## src/rtl/pc_phase_sequencer_pkg.sv

```systemverilog
// Shared types and constants for the PC/phase sequencer: state codes, reset
// level, PC increment and the next-PC select helper.
package pc_phase_sequencer_pkg;

  localparam logic RST_VAL = 1'b0;
  localparam int PC_INCREMENT = 4;
  localparam logic [31:0] DEF_RESET_VECTOR = 32'h8000_0000;
  localparam logic [31:0] DEF_TRAP_VECTOR = 32'h8000_0100;

  typedef enum logic {
    SEQ_FETCH = 1'b0,
    SEQ_EXEC  = 1'b1
  } seq_state_t;

  typedef enum logic [1:0] {
    NPC_SEQ      = 2'd0,
    NPC_REDIRECT = 2'd1,
    NPC_TRAP     = 2'd2
  } npc_sel_t;

  // Only word-aligned redirect targets are taken; anything else traps.
  function automatic npc_sel_t npc_select(input logic redirect_valid,
                                          input logic [1:0] target_lsb);
    npc_sel_t sel;
    if (!redirect_valid) sel = NPC_SEQ;
    else if (target_lsb == 2'b00) sel = NPC_REDIRECT;
    else sel = NPC_TRAP;
    return sel;
  endfunction

endpackage

```

## src/rtl/pc_phase_sequencer_phase_counter.sv

```systemverilog
// Execute-phase counter: loads 1 when a fetch completes, advances while enabled,
// and returns to 0 on commit. 'last' marks the commit phase.
module pc_phase_sequencer_phase_counter
  import pc_phase_sequencer_pkg::*;
#(
  parameter int PHASES = 3
) (
  input  logic       clk,
  input  logic       rst,
  input  logic       start,
  input  logic       en,
  input  logic       clr,
  output logic [2:0] phase,
  output logic       last
);

  localparam logic [2:0] LAST_PHASE = 3'(PHASES - 1);

  assign last = (phase == LAST_PHASE);

  always_ff @(posedge clk) begin
    if (rst == RST_VAL) begin
      phase <= 3'd0;
    end else if (clr) begin
      phase <= 3'd0;
    end else if (start) begin
      phase <= 3'd1;
    end else if (en && !last) begin
      phase <= phase + 3'd1;
    end
  end

endmodule

```

## src/rtl/pc_phase_sequencer.sv

```systemverilog
// PC and phase sequencer for the multi-cycle RV32E core: handshaked fetch,
// PHASES-1 execute phases, write-back strobe, and next-PC commit with trap.
module pc_phase_sequencer
  import pc_phase_sequencer_pkg::*;
#(
  parameter int              XLEN         = 32,
  parameter int              PHASES       = 3,
  parameter int              WB_PHASE     = 1,
  parameter logic [XLEN-1:0] RESET_VECTOR = XLEN'(DEF_RESET_VECTOR),
  parameter logic [XLEN-1:0] TRAP_VECTOR  = XLEN'(DEF_TRAP_VECTOR),
  parameter int              CNT_W        = 32
) (
  input  logic             clk,
  input  logic             rst,
  input  logic             stall,
  output logic             ifetch_req,
  input  logic             ifetch_ack,
  input  logic [31:0]      inst_in,
  output logic [31:0]      inst,
  input  logic             redirect_valid,
  input  logic [XLEN-1:0]  redirect_target,
  output logic [XLEN-1:0]  pc,
  output logic [XLEN-1:0]  pc_plus4,
  output logic [2:0]       phase,
  output logic             wb_strobe,
  output logic             retire,
  output logic             misalign,
  output logic [XLEN-1:0]  bad_addr,
  output logic [CNT_W-1:0] retire_cnt,
  output seq_state_t       seq_state
);

  if (PHASES < 2 || PHASES > 8 || WB_PHASE < 1 || WB_PHASE >= PHASES) begin : g_bad_params
    $error("pc_phase_sequencer: illegal PHASES=%0d / WB_PHASE=%0d", PHASES, WB_PHASE);
  end

  localparam logic [2:0] WB_P = 3'(WB_PHASE);

  seq_state_t      state, state_next;
  logic            running;
  logic            exec;
  logic            fetch_ack;
  logic            last;
  logic            commit;
  logic            trap;
  logic [XLEN-1:0] pc_next;

  // Every pulse is gated by reset so a reset edge never doubles as a fetch or commit.
  assign running   = (rst != RST_VAL);
  assign exec      = (state == SEQ_EXEC);
  assign seq_state = state;

  assign ifetch_req = (state == SEQ_FETCH) & running;
  assign fetch_ack  = ifetch_req & ifetch_ack;
  assign commit     = exec & last & ~stall & running;
  assign trap       = redirect_valid & (redirect_target[1:0] != 2'b00);

  assign wb_strobe = exec & (phase == WB_P) & ~stall & running;
  assign retire    = commit;
  assign misalign  = commit & trap;
  assign pc_plus4  = pc + XLEN'(PC_INCREMENT);

  pc_phase_sequencer_phase_counter #(
    .PHASES(PHASES)
  ) u_phase_counter (
    .clk  (clk),
    .rst  (rst),
    .start(fetch_ack),
    .en   (exec & ~stall),
    .clr  (commit),
    .phase(phase),
    .last (last)
  );

  always_ff @(posedge clk) begin
    if (rst == RST_VAL) state <= SEQ_FETCH;
    else                state <= state_next;
  end

  always_comb begin
    state_next = state;
    case (state)
      SEQ_FETCH: if (fetch_ack) state_next = SEQ_EXEC;
      SEQ_EXEC:  if (commit)    state_next = SEQ_FETCH;
      default:                  state_next = SEQ_FETCH;
    endcase
  end

  always_comb begin
    pc_next = pc_plus4;
    case (npc_select(redirect_valid, redirect_target[1:0]))
      NPC_SEQ:      pc_next = pc_plus4;
      NPC_REDIRECT: pc_next = redirect_target;
      NPC_TRAP:     pc_next = TRAP_VECTOR;
      default:      pc_next = pc_plus4;
    endcase
  end

  always_ff @(posedge clk) begin
    if (rst == RST_VAL) begin
      pc         <= RESET_VECTOR;
      inst       <= 32'd0;
      bad_addr   <= '0;
      retire_cnt <= '0;
    end else begin
      if (fetch_ack) inst <= inst_in;
      if (commit) begin
        pc         <= pc_next;
        retire_cnt <= retire_cnt + CNT_W'(1);
        if (trap) bad_addr <= redirect_target;
      end
    end
  end

endmodule

```

## config.mk

```make
export PLATFORM = sky130hd
export DESIGN_NAME = pc_phase_sequencer
export DESIGN_NICKNAME = d
export VERILOG_FILES = /design/src/rtl/pc_phase_sequencer_pkg.sv /design/src/rtl/pc_phase_sequencer_phase_counter.sv /design/src/rtl/pc_phase_sequencer.sv
export SDC_FILE = /design/constraint.sdc
export NUM_CORES = 1
export LEC_CHECK = 0
export BUFFER_PORTS_ARGS = -buffer_cell sky130_fd_sc_hd__buf_2
export CORE_MARGIN = 3
export CORE_UTILIZATION = 40
export CTS_CLUSTER_SIZE = 28
export DETAILED_ROUTE_END_ITERATION = 6
export PLACE_DENSITY = 0.67
export SYNTH_ARGS = -nofsm -noshare
export SYNTH_HDL_FRONTEND = slang
export SYNTH_HIERARCHICAL = 1
export SYNTH_SLANG_ARGS = --single-unit
```

## constraint.sdc

```tcl
create_clock -name clk -period 5.9 [get_ports clk]
set_clock_uncertainty 0.15 [all_clocks]
set_input_delay 0.59 -clock clk [delete_from_list [all_inputs] [get_ports clk]]
set_output_delay 0.59 -clock clk [all_outputs]
set_load 0.05 [all_outputs]
```

After elaboration in Yosys (flattened, before gate mapping)
Index checks and enable logic that the tools add are counted.
{"block": "word_totals", "register_bits": 132, "latchBits": 0, "ram_bits": 0, "mem_bits_ro": 0, "in_bits": 69, "out_inout_bits": 168, "wordCells": 44, "n_memories": 0}
{"block": "classes", "n_addsub": 3, "n_mul": 0, "div_mod_pow": 0, "order_cmp": 0, "n_eq_ne": 4, "shift": 0, "mux": 8, "n_bitwise": 14, "reduce_logical": 8}
{"cell": "$pmux W32 S2", "n": 1}
{"cell": "$add A32 B1 Y32 const B", "n": 1}
{"cell": "$add A32 B3 Y32 const B", "n": 1}
{"cell": "$and A1 B1 Y1", "n": 11}
{"cell": "$mux W1", "n": 4}
{"cell": "$mux W2", "n": 2}
{"cell": "$reduce_bool A2 Y1", "n": 2}
{"cell": "$add A3 B1 Y3 const B", "n": 1}
{"cell": "$eq A3 B1 Y1 const B", "n": 1}
{"cell": "$eq A3 B2 Y1 const B", "n": 1}
{"cell": "$not A1 Y1", "n": 3}
{"cell": "$reduce_or A3 Y1", "n": 1}
{"cell": "$eq A2 B1 Y1 const B", "n": 1}
{"cell": "$eq A2 B2 Y1 const B", "n": 1}
{"cell": "$logic_not A2 Y1", "n": 1}
{"cell": "$pmux W1 S2", "n": 1}
{"cell": "$reduce_and A2 Y1", "n": 1}
{"cell": "$reduce_or A2 Y1", "n": 1}
{"cell": "$logic_and A1 B1 Y1", "n": 1}
{"cell": "$logic_not A1 Y1", "n": 1}

Depth between registers and ports, before layout
{"block": "depth", "depth_word": 6, "ltp_mapped": 11, "mapped_depth_nobuf": 9}

Cells and area by module
The synthesis kept the hierarchy.
{"mod": "pc_phase_sequencer", "n_inst": 1, "cells_each": 760, "area_per_inst_um2": 5988.2, "seq_area_each_um2": 2582.5}
{"mod": "pc_phase_sequencer_phase_counter", "n_inst": 1, "cells_each": 19, "area_per_inst_um2": 192.7, "seq_area_each_um2": 60.1}

Worst setup path after synthesis
No wires, ideal clock.
{"block": "synth_path", "path_type": "reg-to-output", "start": "register pc[3]", "end": "output port pc_plus4[30]", "t_arrival_ns": 2.866, "required_ns": 5.160, "slack_ns": 2.294, "path_stages_with_launch": 9, "path_buffers": 2, "cell_sequence": "dfxtp_1 ha_1 clkbuf_1 nand3_1 nor4_4 and2_2 clkbuf_1 nand2_1 xnor2_1"}
{"block": "synth_via", "elab_chain_len": 1}
{"item": "start, declared", "line_no": "pc_phase_sequencer.sv:22", "rtl": "output logic [XLEN-1:0] pc,"}
{"item": "start signal, assigned", "line_no": "pc_phase_sequencer.sv:108", "rtl": "pc <= pc_next;"}
{"item": "$add A32 B3 Y32", "line_no": "pc_phase_sequencer.sv:61", "rtl": "assign pc_plus4 = pc + XLEN'(PC_INCREMENT);"}
{"item": "end, declared", "line_no": "pc_phase_sequencer.sv:23", "rtl": "output logic [XLEN-1:0] pc_plus4,"}
Every way passes these cells.

Final worst setup path
{"block": "layout_path", "start": "register u_phase_counter.phase[1]", "end": "output port misalign"}
{"block": "layout_via", "elab_chain_len": 5}
{"item": "start, declared", "line_no": "pc_phase_sequencer_phase_counter.sv:13", "rtl": "output logic [2:0] phase,"}
{"item": "start signal, assigned", "line_no": "pc_phase_sequencer_phase_counter.sv:29", "rtl": "phase <= phase + 3'd1;"}
{"item": "$eq A3 B2 Y1", "line_no": "pc_phase_sequencer_phase_counter.sv:19", "rtl": "assign last = (phase == LAST_PHASE);"}
{"item": "net last", "line_no": "pc_phase_sequencer.sv:43", "rtl": "logic last;"}
{"item": "$and A1 B1 Y1 (3 in series)", "line_no": "pc_phase_sequencer.sv:55", "rtl": "assign commit = exec & last & ~stall & running;"}
{"item": "$and A1 B1 Y1", "line_no": "pc_phase_sequencer.sv:60", "rtl": "assign misalign = commit & trap;"}
{"item": "end, declared", "line_no": "pc_phase_sequencer.sv:27", "rtl": "output logic misalign,"}
The timed path passes the listed nets, and every way through them passes these cells.

==> impl_results.md <==
* Worst setup SP type: register
* Seq/Total Area, Yosys at 42.8%
* Detailed Route WL at 19,500 um
* Port buffer count at 236
* Vias per Instance at 5.30
* Antenna-violating nets left at 0
* Drc violations at 0
* Crit path capture: misalign
* Synth Register Bits at 132
* Hold Violations, Final at 0
* Core footprint at 14,800 um^2
* Most common cell in the netlist: nand2_1
* DR vias at 6,270
* Post-synth EDFFs at 0
* Worst EP required at 5.16 ns
* Setup Crit Path Kind: register to output pin
* Synth area leaders: dfxtp_1, nand2_1, o21ai_0
* Tightest Hold Check Type: input port to register
* Starting Density at 41.7%
* GPL Wtd Cong at 0.787
* Slew headroom at 32.9%
* Setup_tns at 0 ns
* Crit. End Element: output pin
* Die Wd at 130 um
* Fin util at 54.2%
* Gr ovfl total at 0
* RSZ-0062 raised after global routing: no
* Ys async rst share at 0%
* Post-Synth Adder-Cell Area at 0.810%
* MaxCap Viol Count at 0
* PD cells at 273 nW/um^2
* Synthesis warning total at 6
* Ys flop type: dfxtp_1
* Fin crit share at 64.5%
* Synth cell types at 63
* Reg2reg end: bad_addr[7]$_SDFFE_PN0P_
* Pre-Repair DR Iteration Count at 5
* Skew-Pair Late Insertion Delay at 0.42 ns
* FILL cells at 1,451
* Post-CTS setup buffer count at 0
* Layout area overhead at 29.9%
* Post-Synth XOR/XNOR Area at 7.65%
* Worst-Margin Slew at 1.01 ns
* IO Count at 237
* Worst setup path start: u_phase_counter/phase[1]$_SDFFE_PP0P_
* Syn avg cell area at 7.93 um^2
* Clk sinks at 132
* Syn Nets at 852
* Reg2reg setup slack at 3.14 ns
* CTS tree: yes
* CTS Buf Count at 17
* Outcome: finished clean
* DIE HEIGHT at 130 um
* N_diodes at 0
* Post-synthesis mux area share at 0%
* Clock-pin slew on the worst setup and hold paths at 0.06 ns
* Final Setup Violations at 0
* Num rows at 44
* WL/cell at 16.5 um
* Largest net degree at the start of global routing at 84
* Post-route minimum period at 3.80 ns
* Simple-Gate Fraction of Synth Area at 28.3%
* Nets at 1,060
* Compound-Gate Fraction of Synth Area at 15.9%
* Post-DP HPWL at 13,800 um
* Crit-path max FO at 31
* Post-CTS Resized at 0
* Peak VDD IR at 0.207 mV
* Die area at 17,000 um^2
* Commonest cells post-synth: nand2_1, dfxtp_1, o21ai_0, nor2_1, a21oi_1
* Starting DRT DRC Count at 407
* R2r worst-path depth at 9
* Max Slew Vio Count at 0
* Hold-fix buffers, CTS at 0
* Mapped Area at 6180 um^2
* Peak Freq at 263 MHz
* First-pass GRT wire length at 30,500 um
* LEAKAGE at 3.53 nW
* Share of cells above drive strength 1 at 29.2%
* Mapped Cells at 779
* CTS Buffer Depth at 2
* Area occupied by multi-input gates at 3260 um^2
* RR Startpoint: u_phase_counter/phase[1]$_SDFFE_PP0P_
* Synth area leader: dfxtp_1
* Vias in the first global route at 5,713
* Largest family of logic cells by synthesized area: simple AND/OR/NAND/NOR gates
* Register area at 2640 um^2
* Initial antenna violation count at 0
* Top cell type's share of synthesized area at 42.8%
* Gr usage total at 22.9%
* CTS HTree Levels at 4
* Clk root buf: clkbuf_16
* CP arrival at 3.06 ns
per-stage QoR:
step	area [um^2]	total power [mW]	instances	hold slack, ns	setup WS [ns]
final	8030	2.19	1184	0.211	2.10
after global routing	8030	2.27	1184	0.188	1.84
after CTS	8030	2.22	1184	0.190	2.03
after detailed placement	7420	1.12	1152	0.295	2.49
after global placement	7420	1.12	1152	0.289	2.51
after floorplan	6180	1.06	779	0.520	2.29
registers in the layout, indices dropped and copies added (netlist names):
signal                 cells
u_phase_counter/phase      3
inst                      32
seq_state                  1
pc                        32
retire_cnt                32
bad_addr                  32
worst min path at each step:
stage,cells past startpoint,slack (ns),endpoint,from
global placement,2,0.29,bad_addr[20]$_SDFFE_PN0P_,bad_addr[20]$_SDFFE_PN0P_
floorplan,2,0.52,inst[30]$_SDFFE_PN0P_,inst[30]$_SDFFE_PN0P_
CTS,3,0.19,inst[14]$_SDFFE_PN0P_,inst_in[14]
detailed placement,2,0.29,bad_addr[4]$_SDFFE_PN0P_,bad_addr[4]$_SDFFE_PN0P_
finish,3,0.21,inst[8]$_SDFFE_PN0P_,inst_in[8]
global route,3,0.19,inst[8]$_SDFFE_PN0P_,inst_in[8]
kinds of logic after synthesis:
logic type | count (synthesis)
AND/OR/NAND/NOR | 361
XOR/XNOR | 54
flip-flops | 132
buffers and inverters | 68
adder cells (fa/ha/maj) | 4
AO/OA/AOI/OAI | 160
routing by layer:
layer	vias to the layer above	share of wire, %	GRT usage, %	routed length [um]
met5	-	0	0	0
met4	0	1.6	6.78	320
met3	24	10	9.54	1950
met2	238	45	35.5	8790
met1	2880	43	29.1	8450
li1	3128	-	-	-
critical path, stage by stage, from the launching register on:
cell      delay, ns
dfxtp_1        0.40
ha_1           0.23
nand2b_4       0.08
inv_1          0.10
nand4b_2       0.31
or2_2          0.68
inv_1          0.12
buf_4          0.35
buf_2          0.34
power by group:
group	leakage [nW]	internal, mW	switching (mW)	total, mW
clock	0.282	0.671	0.418	1.09
combinational	2.18	0.0464	0.134	0.180
sequential	1.07	0.910	0.0118	0.921
total	3.53	1.63	0.563	2.19
cell usage in the layout (no fill, tap or decap), drive strengths merged, types with 5 or more instances in the layout:
cell type  count
a22o           5
nand2        175
or3           10
a41oi          5
nand3         33
xnor2         26
clkbuf        19
nor2          57
nand4         25
a21oi         46
xor2          28
a31oi         11
dfxtp        132
nor4           7
and2           6
buf          245
nor3          14
o21ai         58
a32o           8
a221oi         5
inv           16
and3          15
a22oi          5
final cells by class:
cell class | instances | area share [%]
clock buffer | 19 | 5.39
timing repair buffer | 245 | 15.6
sequential | 132 | 32.9
tap | 184 | 2.87
inverter | 12 | 0.561
multi-input combinational | 579 | 40.6
clock inverter | 13 | 2.15
Power figures use the tool's default switching activity.
